===== config.mk =====
export PLATFORM = sky130hd
export DESIGN_NAME = ps2_tone_pwm
export DESIGN_NICKNAME = d
export VERILOG_FILES = /design/src/rtl/ps2_pkg.sv /design/src/rtl/ps2_tone_pwm_pwm_core.sv /design/src/rtl/ps2_tone_pwm.sv
export SDC_FILE = /design/constraint.sdc
export NUM_CORES = 1
export LEC_CHECK = 0
export ABC_CLOCK_PERIOD_IN_PS = 1800
export BUFFER_PORTS_ARGS = -buffer_cell sky130_fd_sc_hd__buf_2
export CORE_MARGIN = 5
export CORE_UTILIZATION = 45
export CTS_BUF_LIST = sky130_fd_sc_hd__clkbuf_8
export CTS_CLUSTER_DIAMETER = 150
export DETAILED_ROUTE_END_ITERATION = 12
export PLACE_DENSITY = 0.77
export SLEW_MARGIN = 20
export SYNTH_ARGS = -nofsm -noshare
export SYNTH_HDL_FRONTEND = slang
export SYNTH_HIERARCHICAL = 1
export SYNTH_SLANG_ARGS = --single-unit

===== constraint.sdc =====
create_clock -name pixclk -period 1.8 [get_ports pixclk]
set_clock_uncertainty 0.05 [all_clocks]
set_input_delay 0.36 -clock pixclk [delete_from_list [all_inputs] [get_ports pixclk]]
set_output_delay 0.36 -clock pixclk [all_outputs]
set_load 0.01 [all_outputs]

===== src/rtl/ps2_pkg.sv =====
`default_nettype none
// +------------------------------------------------------------------+
// | ps2_pkg: scancodes, key-to-duty map and decoder state type        |
// | Revision: 1.0                                                     |
// +------------------------------------------------------------------+
package ps2_pkg;

  localparam logic [7:0] SC_BREAK = 8'hF0;
  localparam logic [7:0] SC_EXT   = 8'hE0;
  localparam logic [7:0] SC_KEY_A = 8'h2B;
  localparam logic [7:0] SC_KEY_B = 8'h15;
  localparam logic [7:0] SC_KEY_C = 8'h33;
  localparam logic [7:0] SC_KEY_D = 8'h22;

  localparam logic [8:0] DUTY_A = 9'd20;
  localparam logic [8:0] DUTY_B = 9'd25;
  localparam logic [8:0] DUTY_C = 9'd30;
  localparam logic [8:0] DUTY_D = 9'd40;

  typedef enum logic [1:0] {
    ST_IDLE      = 2'd0,
    ST_BREAK     = 2'd1,
    ST_EXT       = 2'd2,
    ST_EXT_BREAK = 2'd3
  } dec_state_t;

  typedef struct packed {
    logic       hit;
    logic [8:0] val;
  } key_map_t;

  function automatic key_map_t key_map(input logic [7:0] code);
    key_map_t m;
    m = '0;
    case (code)
      SC_KEY_A: m = '{hit: 1'b1, val: DUTY_A};
      SC_KEY_B: m = '{hit: 1'b1, val: DUTY_B};
      SC_KEY_C: m = '{hit: 1'b1, val: DUTY_C};
      SC_KEY_D: m = '{hit: 1'b1, val: DUTY_D};
      default:  m = '0;
    endcase
    return m;
  endfunction

endpackage
`default_nettype wire


===== src/rtl/ps2_tone_pwm_pwm_core.sv =====
`default_nettype none
// +------------------------------------------------------------------+
// | pwm_core: prescaler, period counter, shadow duty and compare      |
// | Revision: 1.0                                                     |
// +------------------------------------------------------------------+
module pwm_core #(
  parameter int CLK_DIV = 25,
  parameter int PERIOD  = 400,
  parameter int CNT_W   = $clog2(PERIOD + 1)
) (
  input  logic             pixclk,
  input  logic             reset,
  input  logic [CNT_W-1:0] pending,
  output logic             pwm,
  output logic [CNT_W-1:0] duty,
  output logic             period_end
);

  localparam logic [CNT_W-1:0] C_LAST = CNT_W'(PERIOD - 1);

  logic             w_tick;
  logic             w_last;
  logic [CNT_W-1:0] r_cnt;
  logic [CNT_W-1:0] r_duty;
  logic             r_pwm;

  if (CLK_DIV == 1) begin : g_no_div
    assign w_tick = 1'b1;
  end else begin : g_div
    localparam int PRE_W = $clog2(CLK_DIV);
    localparam logic [PRE_W-1:0] C_PRE_LAST = PRE_W'(CLK_DIV - 1);
    logic [PRE_W-1:0] r_pre_cnt;

    always_ff @(posedge pixclk) begin
      if (reset) begin
        r_pre_cnt <= '0;
      end else if (r_pre_cnt == C_PRE_LAST) begin
        r_pre_cnt <= '0;
      end else begin
        r_pre_cnt <= r_pre_cnt + 1'b1;
      end
    end

    assign w_tick = (r_pre_cnt == C_PRE_LAST);
  end

  assign w_last = (r_cnt == C_LAST);

  // Duty is only sampled from pending at the period boundary to keep pulses whole.
  always_ff @(posedge pixclk) begin
    if (reset) begin
      r_cnt  <= '0;
      r_duty <= '0;
      r_pwm  <= 1'b0;
    end else begin
      if (w_tick) begin
        if (w_last) begin
          r_cnt  <= '0;
          r_duty <= pending;
        end else begin
          r_cnt  <= r_cnt + 1'b1;
        end
      end
      r_pwm <= (r_cnt < r_duty);
    end
  end

  assign pwm        = r_pwm;
  assign duty       = r_duty;
  assign period_end = w_tick & w_last;

endmodule
`default_nettype wire


===== src/rtl/ps2_tone_pwm.sv =====
`default_nettype none
// +------------------------------------------------------------------+
// | ps2_tone_pwm: PS/2 scancode decoder selecting a PWM duty          |
// | Revision: 1.0                                                     |
// +------------------------------------------------------------------+
module ps2_tone_pwm
  import ps2_pkg::*;
#(
  parameter  int CLK_DIV = 25,
  parameter  int PERIOD  = 400,
  localparam int CNT_W   = $clog2(PERIOD + 1)
) (
  input  logic             pixclk,
  input  logic             reset,
  input  logic             scan_valid,
  input  logic [7:0]       scancode,
  output logic             pwm,
  output logic             active,
  output logic [CNT_W-1:0] duty,
  output logic             period_end
);

  localparam logic [CNT_W-1:0] C_PERIOD = CNT_W'(PERIOD);

  dec_state_t       r_state;
  dec_state_t       w_state_next;
  logic [7:0]       r_held_code;
  logic [7:0]       w_held_next;
  logic [CNT_W-1:0] r_pending;
  logic [CNT_W-1:0] w_pending_next;
  logic             r_active;
  logic             w_active_next;
  key_map_t         w_map;
  logic [CNT_W-1:0] w_map_sat;

  assign w_map     = key_map(scancode);
  assign w_map_sat = (int'(w_map.val) >= PERIOD) ? C_PERIOD : CNT_W'(w_map.val);

  always_ff @(posedge pixclk) begin
    if (reset) begin
      r_state     <= ST_IDLE;
      r_held_code <= '0;
      r_pending   <= '0;
      r_active    <= 1'b0;
    end else begin
      r_state     <= w_state_next;
      r_held_code <= w_held_next;
      r_pending   <= w_pending_next;
      r_active    <= w_active_next;
    end
  end

  always_comb begin
    w_state_next = r_state;
    if (scan_valid) begin
      case (r_state)
        ST_IDLE: begin
          if (scancode == SC_BREAK) begin
            w_state_next = ST_BREAK;
          end else if (scancode == SC_EXT) begin
            w_state_next = ST_EXT;
          end
        end
        ST_EXT:   w_state_next = (scancode == SC_BREAK) ? ST_EXT_BREAK : ST_IDLE;
        default:  w_state_next = ST_IDLE;
      endcase
    end
  end

  // Extended sequences never reach this logic, so E0-prefixed keys leave duty alone.
  always_comb begin
    w_held_next    = r_held_code;
    w_pending_next = r_pending;
    w_active_next  = r_active;
    if (scan_valid) begin
      if (r_state == ST_IDLE && w_map.hit && scancode != r_held_code) begin
        w_held_next    = scancode;
        w_pending_next = w_map_sat;
        w_active_next  = 1'b1;
      end else if (r_state == ST_BREAK && scancode == r_held_code) begin
        w_held_next    = '0;
        w_pending_next = '0;
        w_active_next  = 1'b0;
      end
    end
  end

  assign active = r_active;

  pwm_core #(
    .CLK_DIV (CLK_DIV),
    .PERIOD  (PERIOD),
    .CNT_W   (CNT_W)
  ) u_pwm_core (
    .pixclk     (pixclk),
    .reset      (reset),
    .pending    (r_pending),
    .pwm        (pwm),
    .duty       (duty),
    .period_end (period_end)
  );

endmodule
`default_nettype wire


Word level (Yosys, flattened, before mapping)
Cells that the tools add are included.
- bits of input ports: 11
- flip-flop bits (word level): 44
- mux-type cells: 13
- equality and inequality tests: 13
- $add $sub $neg: 2
- order comparisons: 2
- reduce and logical (&&, ||, !) cells: 9
- bitwise operators: 1
- operator list (cell ; count):
    10-bit case mux with 4 select lines ; 1
    9-bit two-way mux ; 4
    8-bit by 6-bit == test with 1-bit output, second input constant ; 3
    8-bit == test, second input constant ; 2
    8-bit two-way mux ; 2
    9-bit by 1-bit adder with 9-bit output, second input constant ; 1
    9-bit == test, second input constant ; 1
    9-bit >= comparator, second input constant ; 1
    9-bit < comparator ; 1
    8-bit by 5-bit == test with 1-bit output, second input constant ; 1
    8-bit == test ; 1
    8-bit != test ; 1
    2-bit two-way mux ; 3
    2-bit AND reduction ; 3
    5-bit by 1-bit adder with 5-bit output, second input constant ; 1
    5-bit == test, second input constant ; 1
    2-bit case mux with 2 select lines ; 1
    1-bit logical AND ; 3
    3-bit != test, second input constant ; 1
    2-bit by 1-bit == test with 1-bit output, second input constant ; 1
    2-bit == test, second input constant ; 1
    2-bit zero test ; 1
    1-bit two-way mux ; 2
    2-bit nonzero test ; 1
    2 further kinds ; 2

Depth between registers and ports, before layout
Gate-level depths: netlist of the first run.
- depth in word-level cells: 6
- depth in mapped cells: 7
- depth with buffers taken out: 5

Cells and area by module
Netlist of the first run, hierarchy kept.
- modules (own cells, without submodules) (module ; seq. area each (µm²) ; cells an instance ; times used ; area each (µm²)):
    pwm_core ; 480.5 ; 141 ; 1 ; 1255.0
    ps2_tone_pwm ; 340.3 ; 101 ; 1 ; 979.7

Least setup slack after synthesis of the first run
Ideal clock, no wire load.
- path kind: input to register
- start point: input port scancode[3]
- end point: register r_held_code[1]
- library setup time: 0.056 ns
- buffers on the path: 2
- path slack: -0.030 ns
- stages: 7
- arrival: 1.724 ns
- cell sequence: buf_6 nand2b_4 o32ai_2 a21oi_2 or3_1 buf_6 a2bb2o_4
- word-level cells in the longest chain between the ends: 6
- ends and longest elaborated chain (what ; RTL line ; text):
    start: declaration ; ps2_tone_pwm.sv:16 ; input logic [7:0] scancode,
    8-bit by 6-bit == test with 1-bit output or 8-bit by 5-bit == test with 1-bit output (tied branches) ; ps2_pkg.sv:35 ; case (code)
    10-bit case mux with 4 select lines ; ps2_pkg.sv:35 ;
    1-bit logical AND (2 in a row) ; ps2_tone_pwm.sv:76 ; if (r_state == ST_IDLE && w_map.hit && scancode != r_held_code) begin
    2-bit nonzero test (no source line) ; n/a ;
    2-bit AND reduction (no source line) ; n/a ;
    end signal: assignment ; ps2_tone_pwm.sv:47 ; r_held_code <= w_held_next;
    end: declaration ; ps2_tone_pwm.sv:27 ; logic [7:0] r_held_code;
Parallel ways exist; a longest one is shown, timed or not.
A chain may end at the register's enable or synchronous reset.

Final worst setup path of the first run
- start point: register r_state[1]
- end point: register r_held_code[1]
- word-level cells in the longest chain between the ends: 5
- ends and longest elaborated chain (what ; RTL line ; text):
    start: declaration ; ps2_tone_pwm.sv:25 ; dec_state_t r_state;
    start signal: assignment ; ps2_tone_pwm.sv:46 ; r_state <= w_state_next;
    2-bit zero test ; ps2_tone_pwm.sv:76 ;
    1-bit logical AND (2 in a row) ; ps2_tone_pwm.sv:76 ;
    2-bit nonzero test (no source line) ; n/a ;
    2-bit AND reduction (no source line) ; n/a ;
Parallel ways exist; a longest one is shown, timed or not.

==> results of run 1 <==
==> stage by stage <==
| stage | cell area (µm²) | setup slack, ps | utilization | cells | setup TNS, ps |
|---|---|---|---|---|---|
| after CTS | 2810 | -37.7 | 0.587 | 363 | -160 |
| after global routing | 2830 | -108 | 0.591 | 363 | -621 |
| after floorplan | 2270 | -4.84 | - | 244 | -9.69 |
| after global placement | 2650 | -172 | 0.554 | 355 | -1760 |
| final | 2830 | -39.7 | 0.591 | 363 | -158 |
| after detailed placement | 2650 | -199 | 0.554 | 355 | -2350 |
==> routing by layer <==
| metal | GRT usage | vias up |
|---|---|---|
| met5 | 0 | - |
| met4 | 0.0794 | 0 |
| met3 | 0.0404 | 13 |
| met2 | 0.264 | 35 |
| met1 | 0.204 | 878 |
| li1 | - | 965 |
==> area by class of cell <==
type / instances / area share
Tap cell: 67 / 0.0296
Inverter: 15 / 0.0199
Timing Repair Buffer: 57 / 0.143
Clock inverter: 1 / 0.00133
Clock buffer: 6 / 0.0292
Sequential cell: 41 / 0.293
Multi-Input combinational cell: 176 / 0.484
==> cell usage after synthesis (all sizes together), types with 4 or more instances <==
master   n
dfxtp   41
nand2   29
mux2i   17
inv     15
nand3   15
a21oi   11
ha      11
xnor2   11
nor2     9
or3      8
o21ai    7
buf      6
clkbuf   6
nand4    5
nor3     4
==> sequential cells by signal, indices dropped and copies added, names as in the netlist <==
signal and cells:
u_pwm_core/g_div.r_pre_cnt 5, u_pwm_core/pwm 1, active 1, r_state 2
r_held_code 8, r_pending 6, u_pwm_core/r_cnt 9, u_pwm_core/duty 9
==> worst min-delay path by stage <==
| stage | endpoint | cells past startpoint | slack, ps |
|---|---|---|---|
| after global placement | u_pwm_core/g_div.r_pre_cnt[0] | 1 | 390 |
| after global routing | r_held_code[0] | 3 | 330 |
| after CTS | r_held_code[0] | 3 | 300 |
| after detailed placement | active | 2 | 410 |
| final | r_held_code[0] | 3 | 320 |
| after floorplan | active | 1 | 380 |
==> what timing repair did <==
action / 4_1_cts / 5_1_grt
pin swaps: 2 / 4
setup buffers: 1 / 0
endpoints found under the setup margin: 16 / 13
resized for setup: 14 / 6
==> power by group through the flow <==
stage	Sequential (mW)	Clock (mW)	Combinational (mW)
finish	0.931	0.596	0.196
global route	0.932	0.664	0.217
CTS	0.931	0.622	0.195
detailed placement	0.950	0	0.186
global placement	0.950	0	0.181
floorplan	0.949	0	0.114
==> worst min-delay path, delay by kind of cell <==
family	cells	cell delay [ps]
buf+inv	1	130
simple gates	1	60
mux	1	60
==> logic make-up (layout without fill, tap and decap cells) <==
group / count (synthesis) / after routing / synth area share
DFF: 41 / 41 / 0.367
and+or+nand+nor: 94 / 94 / 0.238
buffers and inverters: 27 / 79 / 0.0689
adders and majority gates: 11 / 11 / 0.0616
muxes: 17 / 17 / 0.0761
xor gates and xnor gates: 13 / 13 / 0.0510
other: 1 / 3 / 0.00168
AOI/OAI and AO/OA: 38 / 38 / 0.136
==> out/results.ini, run 1 <==
[outcome]
status = finished, violations left
failed_checks = negative setup slack

[synth]
synth_top_area_cell = dfxtp_1
yosysWarnings = 6
syn_area_per_cell_um2 = 9.23
synth_edf_count = 0
ys_seq_area_frac = 0.367
synth_area_um2 = 2230
synth_ff_type = dfxtp_1
synth_cell_type_count = 56
synth_top_area_frac = 0.367
ys_ff_latch = 41
async_reset_ff_frac = 0
syn_inst = 242
synth_area_leaders = dfxtp_1 (37%), mux2i_1 (7.6%), ha_1 (6.2%)

[finish]
fill_cells = 408
layout_common_cells = dfxtp_1 (34), buf_4 (31), nand2_1 (29), buf_2 (22), mux2i_1 (17)
drive_above_1_share = 0.311
seqCellArea_um2 = 830
multi_input_area_um2 = 1370
num_antenna_cells = 0
fin_nets = 318
area_growth_pct = 26.7
final_common_cell = dfxtp_1

[clock_tree]
cts-root-buf = clkbuf_8
clockBufferDepth = 2
clock-sinks = 41
holdBufCountCts = 0
clkSlewWorstSetupHoldPaths_ps = 70
clkLatencyLatePin_ps = 290
htreeDepth = 2
numCtsBuffers = 5
cts_tree = done

[detailed_routing]
dr.max_layer_used = met4
drt-pass1-iter-count = 4
drtAntennaViolNets = 0
wl_per_cell_um = 13.1
drc = 0
route.met2.wl_um = 2230
wl_um = 4760
wl_met1_um = 2160
vias = 1891
viasPerCell = 5.21
wl_met3_um = 247
drt_iter0_drc = 102

[timing]
setup_ws_ps = -39.7
fmax_ghz = 0.544
finalSetupViolations = 5
slew_violations = 0
rsz0062_at_grt = yes
hold_violations = 0
worst_hold_slack_ps = 317
min_period_ps = 1840
min_period_over_period = 1.02

[global_route]
grt_pass1_wl_um = 8280
grt_pass1_vias = 1878
grt_overflow = 0
grt_max_degree = 20
antenna_found_initial = 0
track_usage = 0.164

[placement]
port_buffers = 22
gp_congestion = 0.908
dpl.hpwl_um = 3610

[power_and_ir_drop]
netSwitchingPower_mw = 0.404
comb_power_share = 0.114
p_per_area_nw_per_um2 = 608
ir_worst_vdd_mv = 0.444
switching_share = 0.234
total_power_mw = 1.72
p_int_mw = 1.32
seq_power_share = 0.541
leakage_nw = 1.08
clock_power_share = 0.346

[critical_path]
cp-startpoint = r_state[1]
worstPathCellList = and2b_2 > or4b_4 > buf_6 > o311a_4 > a2bb2o_4
path_depth = 5
cp_max_fo = 6
path_delay_family = simple AND/OR/NAND/NOR gates
setup.worst_path.end = r_held_code[1]
path_buf_inv = 1
crit_arrival_ps = 1980
slowest_stage = or4b_4
start_kind = flop
critPathCaptureType = flop
r2r_end = r_held_code[1]
r2r-start = r_state[1]
cp_slowest_stage_delay_ps = 470
worstPathRequired_ps = 1940
reg2reg_depth = 5
reg2reg_slack_ps = -40
crit_type = flop to flop

[floorplan]
coreArea_um2 = 4790
die_area_um2 = 6480
rows = 25
start_util = 0.467
io_pins = 23
dieHeight_um = 80.5
die_w_um = 80.5

[worst_hold_path]
hp-class = primary input to flop
min_from = scancode[0]

[flow_run]
max-cap-violations = 0

Note: power is estimated with default switching activity, not from simulation.
==> run 2: changes to the inputs <==
--- a/config.mk
+++ b/config.mk
@@ -7,12 +7,15 @@
 export LEC_CHECK = 0
 export ABC_CLOCK_PERIOD_IN_PS = 1800
 export BUFFER_PORTS_ARGS = -buffer_cell sky130_fd_sc_hd__buf_2
+export CORE_ASPECT_RATIO = 0.5
 export CORE_MARGIN = 5
 export CORE_UTILIZATION = 45
 export CTS_BUF_LIST = sky130_fd_sc_hd__clkbuf_8
 export CTS_CLUSTER_DIAMETER = 150
 export DETAILED_ROUTE_END_ITERATION = 12
+export MAX_ROUTING_LAYER = met4
 export PLACE_DENSITY = 0.77
+export SKIP_CTS_REPAIR_TIMING = 1
 export SLEW_MARGIN = 20
 export SYNTH_ARGS = -nofsm -noshare
 export SYNTH_HDL_FRONTEND = slang
==> run 2 against run 1 <==
Compared with the run above:
- die area increased by 1.3%
- setup slack got worse by 12 ps
- clock-buffer cell count unchanged
- sequential share of layout area increased by 0.55 points
- fmax decreased by 0.67%
- largest power group unchanged
- power increased by 1.9%
- the flow still finishes with violations (negative setup slack)
- routed wire length increased by 5.9%
==> out/results.ini, run 2 (synthesis results as in run 1) <==
[detailed_routing]
vias = 1930  ; was 1891
drc = 0  ; unchanged
drt_iter0_drc = 57  ; was 102
wl_um = 5040  ; was 4760 µm
viasPerCell = 5.32  ; was 5.21
drtAntennaViolNets = 0  ; unchanged
wl_per_cell_um = 13.9  ; was 13.1 µm
drt-pass1-iter-count = 4  ; unchanged

[power_and_ir_drop]
leakage_nw = 1.05  ; was 1.08 nW
ir_worst_vdd_mv = 0.421  ; was 0.444 mV
p_per_area_nw_per_um2 = 630  ; was 608 nW/µm²

[timing]
setup_ws_ps = -52.2  ; was -39.7 ps
slew_violations = 0  ; unchanged
fmax_ghz = 0.540  ; was 0.544 GHz
finalSetupViolations = 5  ; unchanged
min_period_over_period = 1.03  ; was 1.02
rsz0062_at_grt = yes  ; unchanged
hold_violations = 0  ; unchanged
min_period_ps = 1850  ; was 1840 ps

[clock_tree]
clock-sinks = 41  ; unchanged
htreeDepth = 2  ; unchanged
cts_tree = done  ; unchanged
clockBufferDepth = 2  ; unchanged
clkSlewWorstSetupHoldPaths_ps = 80  ; was 70 ps
cts-root-buf = clkbuf_8  ; unchanged
clkLatencyLatePin_ps = 300  ; was 290 ps
numCtsBuffers = 5  ; unchanged

[floorplan]
dieHeight_um = 59.8  ; was 80.5 µm
start_util = 0.459  ; was 0.467
die_w_um = 110  ; was 80.5 µm
die_area_um2 = 6560  ; was 6480 µm²
io_pins = 23  ; unchanged
coreArea_um2 = 4860  ; was 4790 µm²
rows = 18  ; was 25

[global_route]
grt_max_degree = 20  ; unchanged
antenna_found_initial = 0  ; unchanged
grt_overflow = 0  ; unchanged
grt_pass1_wl_um = 8620  ; was 8280 µm
track_usage = 0.172  ; was 0.164
grt_pass1_vias = 1991  ; was 1878

[critical_path]
worstPathCellList = and2b_2 > or4b_4 > buf_6 > o311a_4 > a2bb2o_4  ; unchanged
start_kind = flop  ; unchanged
cp_max_fo = 6  ; unchanged
crit_type = flop to flop  ; unchanged
critPathCaptureType = flop  ; unchanged
crit_arrival_ps = 2000  ; was 1980 ps
reg2reg_slack_ps = -50  ; was -40 ps
worstPathRequired_ps = 1950  ; was 1940 ps
cp_slowest_stage_delay_ps = 460  ; was 470 ps
slowest_stage = or4b_4  ; unchanged

[outcome]
status = finished, violations left  ; unchanged
failed_checks = negative setup slack  ; unchanged

[finish]
final_common_cell = dfxtp_1  ; unchanged
fin_nets = 314  ; was 318
num_antenna_cells = 0  ; unchanged
area_growth_pct = 24.5  ; was 26.7%
fin_area_um2 = 2780  ; was 2830 µm²
drive_above_1_share = 0.297  ; was 0.311
layout_common_cells = dfxtp_1 (37), nand2_1 (29), buf_4 (29), buf_2 (22), mux2i_1 (17)  ; was dfxtp_1 (34), buf_4 (31), nand2_1 (29), buf_2 (22), mux2i_1 (17)

[placement]
place_ws_ps = -195  ; was -199 ps
port_buffers = 22  ; unchanged
dpl.hpwl_um = 3810  ; was 3610 µm
gp_congestion = 0.874  ; was 0.908
dpl_cell_area_um2 = 2610  ; was 2650 µm²

[worst_hold_path]
hp-class = primary input to flop  ; unchanged

[flow_run]
max-cap-violations = 0  ; unchanged

run 2: changes by cell type in the layout (fill, tap and decap cells not counted):
cell | previous run | this run
dfxtp_2 | 7 | 2
dfxtp_1 | 34 | 37
buf_12 | 2 | 0
buf_4 | 31 | 29
dfxtp_4 | 0 | 2
clkinv_2 | 0 | 1
clkinv_4 | 0 | 1
inv_1 | 16 | 15
nand3_2 | 0 | 1
nand3_4 | 1 | 0
run 2: stage by stage:
step | total power [mW] | utilization | hold slack (ps) | TNS, ps | cells
after global routing | 1.84 | 0.572 | 289 | -806 | 363
after floorplan | 1.06 | - | 379 | -9.69 | 244
after global placement | 1.12 | 0.536 | 397 | -1440 | 355
final | 1.75 | 0.572 | 304 | -193 | 363
after detailed placement | 1.13 | 0.536 | 413 | -1910 | 355
after CTS | 1.77 | 0.556 | 295 | -879 | 363
run 2: area by class of cell:
class                      instances  area, µm²
fill                             443       2080
multi-input combinational        176       1360
sequential                        41        831
timing repair buffer              53        350
tap                               70       87.6
clock buffer                       6       82.6
inverter                          15       56.3
clock inverter                     2       13.8
run 2: path summary, 6_finish.rpt:
path | from | to | cells after the start
max reg2reg | r_state[1] | r_held_code[1] | 5
max | r_state[1] | r_held_code[1] | 5
min reg2reg | u_pwm_core/g_div.r_pre_cnt[0] | u_pwm_core/g_div.r_pre_cnt[0] | 1
min | scancode[0] | r_held_code[0] | 3
run 2: routing by layer:
layer	global-route usage	vias to the layer above	share of wire
met1	0.194	913	0.45
li1	-	963	-
met2	0.292	42	0.48
met5	-	-	0
met3	0.0421	12	0.043
met4	0.0782	0	0.021
run 2: worst max-delay path, delay by kind of cell, from the launching register on:
| family | cells | cell delay (ps) |
|---|---|---|
| simple gates | 2 | 660 |
| compound gates | 2 | 570 |
| flops | 1 | 320 |
| buf+inv | 1 | 140 |
run 2: power by group:
part           internal [mW]  switching, mW  leakage, nW
sequential             0.916         0.0125        0.333
combinational         0.0922         0.0939        0.669
clock                  0.311          0.329       0.0512
total                   1.32          0.436         1.05
